File: config.mk
export PLATFORM = sky130hd
export DESIGN_NAME = io_timer_port
export DESIGN_NICKNAME = d
export VERILOG_FILES = /design/src/rtl/io_timer_port.sv
export SDC_FILE = /design/constraint.sdc
export NUM_CORES = 1
export LEC_CHECK = 0
export CAP_MARGIN = 20
export CORE_MARGIN = 10
export CORE_UTILIZATION = 40
export CTS_CLUSTER_SIZE = 8
export DETAILED_ROUTE_END_ITERATION = 6
export GPL_ROUTABILITY_DRIVEN = 0
export HOLD_SLACK_MARGIN = 0.15
export PLACE_DENSITY = 0.81
export RECOVER_POWER = 100
export SYNTH_ARGS = -nofsm -noshare
export SYNTH_HDL_FRONTEND = slang
export SYNTH_SLANG_ARGS = --single-unit
File: constraint.sdc
create_clock -name clk -period 2.32 [get_ports clk]
set_input_delay 0.464 -clock clk [delete_from_list [all_inputs] [get_ports clk]]
set_output_delay 0.464 -clock clk [all_outputs]
set_load 0.1 [all_outputs]
File: src/rtl/io_timer_port.sv
// CPU port interface for an external timer: configuration register, edge-detected
// end-of-count flag with saturating missed-event counter, and a level interrupt.
module io_timer_port #(
    parameter logic [2:0] PORT_CFG  = 3'd4,
    parameter logic [2:0] PORT_STAT = 3'd5
) (
    input  logic       clk,
    input  logic       reset,
    input  logic       we,
    input  logic       re,
    input  logic [2:0] addr,
    input  logic [7:0] data_in,
    output logic [7:0] data_out,
    input  logic       timer_end,
    output logic [5:0] umbral,
    output logic [1:0] basetiempo,
    output logic       timer_restart,
    output logic       irq,
    input  logic       ack
);

    logic [5:0] umbral_reg;
    logic [1:0] basetiempo_reg;
    logic       restart_reg;
    logic       irq_en_reg;
    logic       flag_reg;
    logic       flag_next;
    logic [5:0] missed_reg;
    logic [5:0] missed_next;
    logic       prev_reg;
    logic [7:0] data_out_reg;
    logic [7:0] data_out_next;

    logic cfg_wr;
    logic stat_wr;
    logic clear;
    logic timer_event;

    assign cfg_wr      = we && (addr == PORT_CFG);
    assign stat_wr     = we && (addr == PORT_STAT);
    assign clear       = ack || (stat_wr && data_in[0]);
    assign timer_event = timer_end && !prev_reg;

    // An event always wins over a coincident clear, so it is never lost.
    always_comb begin
        flag_next   = flag_reg;
        missed_next = missed_reg;
        if (timer_event) begin
            if (clear) begin
                flag_next   = 1'b1;
                missed_next = 6'd0;
            end else if (flag_reg) begin
                if (missed_reg != 6'd63) begin
                    missed_next = missed_reg + 6'd1;
                end
            end else begin
                flag_next = 1'b1;
            end
        end else if (clear) begin
            flag_next   = 1'b0;
            missed_next = 6'd0;
        end
    end

    // Read mux samples pre-write register contents.
    always_comb begin
        data_out_next = 8'h00;
        if (re) begin
            if (addr == PORT_STAT) begin
                data_out_next = {flag_reg, irq_en_reg, missed_reg};
            end else if (addr == PORT_CFG) begin
                data_out_next = {umbral_reg, basetiempo_reg};
            end
        end
    end

    always_ff @(posedge clk or negedge reset) begin
        if (!reset) begin
            umbral_reg     <= 6'd0;
            basetiempo_reg <= 2'd0;
            restart_reg    <= 1'b0;
            irq_en_reg     <= 1'b0;
            flag_reg       <= 1'b0;
            missed_reg     <= 6'd0;
            prev_reg       <= 1'b1;
            data_out_reg   <= 8'h00;
        end else begin
            if (cfg_wr) begin
                umbral_reg     <= data_in[7:2];
                basetiempo_reg <= data_in[1:0];
            end
            if (stat_wr) begin
                irq_en_reg <= data_in[1];
            end
            restart_reg  <= cfg_wr;
            flag_reg     <= flag_next;
            missed_reg   <= missed_next;
            prev_reg     <= timer_end;
            data_out_reg <= data_out_next;
        end
    end

    assign umbral        = umbral_reg;
    assign basetiempo    = basetiempo_reg;
    assign timer_restart = restart_reg;
    assign irq           = flag_reg & irq_en_reg;
    assign data_out      = data_out_reg;

endmodule

# Yosys cells after proc, flatten, opt, wreduce, memory -nomap -nowiden
# Index checks and enable logic that the tools add are counted.
# Widths: inputs -> output; s select.
dict set report word_totals {
  mem_bits_rw 0
  out_inout_bits 18
  word_cells 33
  mem_bits_ro 0
  latch_bits 0
  n_memories 0
  ff_bits 26
}
dict set report classes {
  mux 10
  div 0
  n_shift 0
  n_lt_le_gt_ge 0
  n_reduce_logical 10
  multipliers 0
  n_bitwise 1
  n_addsub 1
  eq_ne 3
}
# op n
set op_table {}
lappend op_table {{$mux 6} 5}
lappend op_table {{$mux 8} 3}
lappend op_table {{$add 6x1->6 const B} 1}
lappend op_table {{$eq 3x3->1 const B} 2}
lappend op_table {{$ne 6x6->1 const B} 1}
lappend op_table {{$reduce_bool 2->1} 3}
lappend op_table {{$logic_and 1x1->1} 4}
lappend op_table {{$reduce_and 3->1} 1}
lappend op_table {{$mux 1} 2}
lappend op_table {{$and 1x1->1} 1}
lappend op_table {{$logic_not 1->1} 1}
lappend op_table {{$logic_or 1x1->1} 1}

# Logic depth before layout (Yosys ltp)
dict set report logic_depth {
  word_depth 6
  ltp_mapped 5
  mapped_depth_nobuf 5
}

# Worst setup path after synthesis
# Ideal clock, no wire load.
dict set report synth_timing {
  path_type {input -> register}
  from {input port we}
  to {register basetiempo_reg[0] (netlist: basetiempo[0])}
  n_path_buf 0
  slack_ns 0.932
  arrival_time_ns 1.262
  stages 3
  setup_ns 0.126
  cell_sequence {nand2_1 -> nor3_4 -> mux2_4}
}
dict set report synth_via {
  elab_chain_cells 1
}
# element line
set synth_rtl {}
lappend synth_rtl {{start, declared} 9} ;# input logic we,
lappend synth_rtl {{$logic_and 1x1->1} 39} ;# assign cfg_wr = we && (addr == PORT_CFG);
lappend synth_rtl {{named net cfg_wr} 34} ;# logic cfg_wr;
lappend synth_rtl {{end signal, assigned} 90} ;# basetiempo_reg <= data_in[1:0];
lappend synth_rtl {{end, declared} 23} ;# logic [1:0] basetiempo_reg;
# The timed path passes the listed nets, and every way through them passes these cells.
# A chain may end at the register's enable or synchronous reset.

# Worst setup path in the final report
dict set report layout_timing {
  from {input port addr[0]}
  to {register flag_reg}
}
dict set report layout_via {
  elab_chain_cells 5
}
# element line
set layout_rtl {}
lappend layout_rtl {{start, declared} 11} ;# input logic [2:0] addr,
lappend layout_rtl {{$eq 3x3->1} 40} ;# assign stat_wr = we && (addr == PORT_STAT);
lappend layout_rtl {{$logic_and 1x1->1} 40}
lappend layout_rtl {{$logic_and 1x1->1} 41} ;# assign clear = ack || (stat_wr && data_in[0]);
lappend layout_rtl {{$logic_or 1x1->1} 41}
lappend layout_rtl {{$reduce_bool 2->1 (no line)} -}
lappend layout_rtl {{end signal, assigned} 96} ;# flag_reg <= flag_next;
lappend layout_rtl {{end, declared} 26} ;# logic flag_reg;
# Every way passes these cells.

==> metrics.txt <==
status finished, final reports clean; final slew viol count 0; kind of critical path input port to register; async set-reset flop share out of synthesis 100%; Finish-stage setup viols 0; First DRT Iteration DRCs 27; Max Freq around 530 MHz; clock-pin slew on the worst setup and hold paths 0.14 ns; # hold bufs at CTS 0; CTS tree built; Final min period 1.90 ns; R2R Setup Slk 0.78 ns; #FFs+latches synth 26; synth warn 0; PD cells between 800 and 900 nW/um^2; total number of vias between 800 and 900; full die area 5350 um^2; Root Buffer clkbuf_4; layout cell share with drive strength beyond 1 24.8%; WL/cell between 15 and 20 um; top_reg_cell synth dfrtp_1; syn_nets 103; Synth-to-Final Area Change 27.4%; PortBufs 34; Max FO, Critical Path 10; # Max-Cap Violations 0; capture point of the worst reg-to-reg path missed_reg[5]$_DFFE_PN0P_; sequential share of the synthesized area 57.6%; setup repair bufs after CTS 0; worst skew pair latency 0.31 ns; crit-path cells dlygate4sd3_1, clkbuf_1, a31o_1, o22ai_1; grt total ovfl 0; crit path capture type register; TritonCTS Buffers 3; # DRC 0; Hold Crit Start umbral[2]$_DFFE_PN0P_; Worst Tran Pin Value 0.686 ns; Buf/Inv on CP 2; initial core utilization between 40% and 50%; H-tree Lvls 1; CTS Buffer Depth 2; Diodes inserted 0; r2r worst-path depth 5; DRT Pass-1 Iters 4; initial antenna violation count 0; class of the worst hold path register to register; post-synth top area share between 50% and 60%; total track usage 10.1%; Synth area leaders dfrtp_1, mux2_4, mux2i_1, nor2_1, dfstp_2; CORE AREA 2730 um^2; Final ANT Viol Nets 0; total power draw 1.19 mW; max reg flops 8; crit path DAT 2.11 ns; row cnt 19; Post-Syn Instances 85; data required time of the critical path 2.52 ns; post-synthesis average cell area about 13 um^2; top cells by count, synth dfrtp_1, nor2_1, mux2i_1; Resized cells post-CTS 0; Critical Path Start Type input port; final hold vios 0; Hold Path End umbral[2]$_DFFE_PN0P_; vias per std cell 5.17; DPL Wire Length 2100 um; number of synthesized flops with an enable pin 0; top cell type by total area after synthesis dfrtp_1; Mapped Area 1130 um^2; RR Startpoint missed_reg[0]$_DFFE_PN0P_; Worst Skew 0.00124 ns; leakage 0.710 nW; critical path's largest stage delay 0.60 ns; die width 73.2 um; TNS Setup 0 ns; peak supply drop 0.421 mV; first-pass GRT wire length ~4300 um; hold depth 1; Unique masters post-synth 28; I/O pins 35; crit-path leading delay family buffers and inverters; Final #Nets 144; vias in the first global route around 860; most numerous cell in the Yosys netlist dfrtp_1; largest net degree at the start of global routing 27; Worst path slowest cell dlygate4sd3_1; Slew HR 54.3%; DRT Wirelength 2630 um; clock tree sinks 26; die span in y 73.2 um; RSZ-0062 raised after global routing no; Final Cycle Share 82.0%
-- layout by cell type (no fill, tap or decap), drive strengths merged, types with 3 or more instances in the layout --
cell	n
buf	4
clkbuf	21
clkdlybuf4s50	13
dfrtp	25
dlygate4sd3	3
inv	3
mux2	9
mux2i	9
nand2	4
nor2	12
-- metal layers --
metal | vias up | track usage (%) | share of wire, %
met5 | - | 0 | 0
met4 | 0 | 4.22 | 2.7
met3 | 6 | 1.77 | 4.8
met2 | 26 | 18.5 | 53
met1 | 396 | 10.9 | 39
li1 | 379 | - | -
-- cells by family after synthesis --
family	count (synthesis)	synth area share, %
adders and majority gates	1	1.11
xor gates and xnor gates	2	1.55
AOI/OAI and AO/OA	9	6.08
buffers and inverters	4	1.99
muxes	18	19.6
and+or+nand+nor	25	12.1
DFF	26	57.6
-- power by group --
| group | total [mW] | switching [mW] | internal [mW] |
|---|---|---|---|
| clock network | 0.226 | 0.130 | 0.0957 |
| registers | 0.529 | 0.0330 | 0.496 |
| logic | 0.438 | 0.349 | 0.0889 |
-- worst max-delay path by stage --
stage,startpoint,depth (start not counted),endpoint
global placement,timer_end,5,missed_reg[5]$_DFFE_PN0P_
detailed placement,timer_end,5,missed_reg[5]$_DFFE_PN0P_
finish,addr[0],4,flag_reg$_DFFE_PN0P_
CTS,flag_reg$_DFFE_PN0P_,2,irq
global route,addr[0],4,flag_reg$_DFFE_PN0P_
floorplan,we,3,basetiempo[0]$_DFFE_PN0P_
-- metrics by stage --
stage               hold slack (ns)  util, %  setup WS, ns  cell area (um^2)  cells
global route                  0.567     52.7         0.335              1440    156
finish                        0.547     52.7         0.417              1440    156
CTS                           0.511     55.3         0.682              1510    156
floorplan                     0.168        -         0.932              1130     85
global placement              0.527     54.0         0.470              1480    152
detailed placement            0.532     54.0         0.411              1480    152
-- layout make-up --
| class | count | area (um^2) |
|---|---|---|
| Inverter | 3 | 11.3 |
| Tap cell | 31 | 38.8 |
| Sequential cell | 26 | 652 |
| Multi-Input combinational cell | 55 | 430 |
| Fill cell | 235 | 1290 |
| Clock buffer | 4 | 36.3 |
| Timing Repair Buffer | 37 | 273 |
No activity file was read; power rests on OpenSTA's default activity.
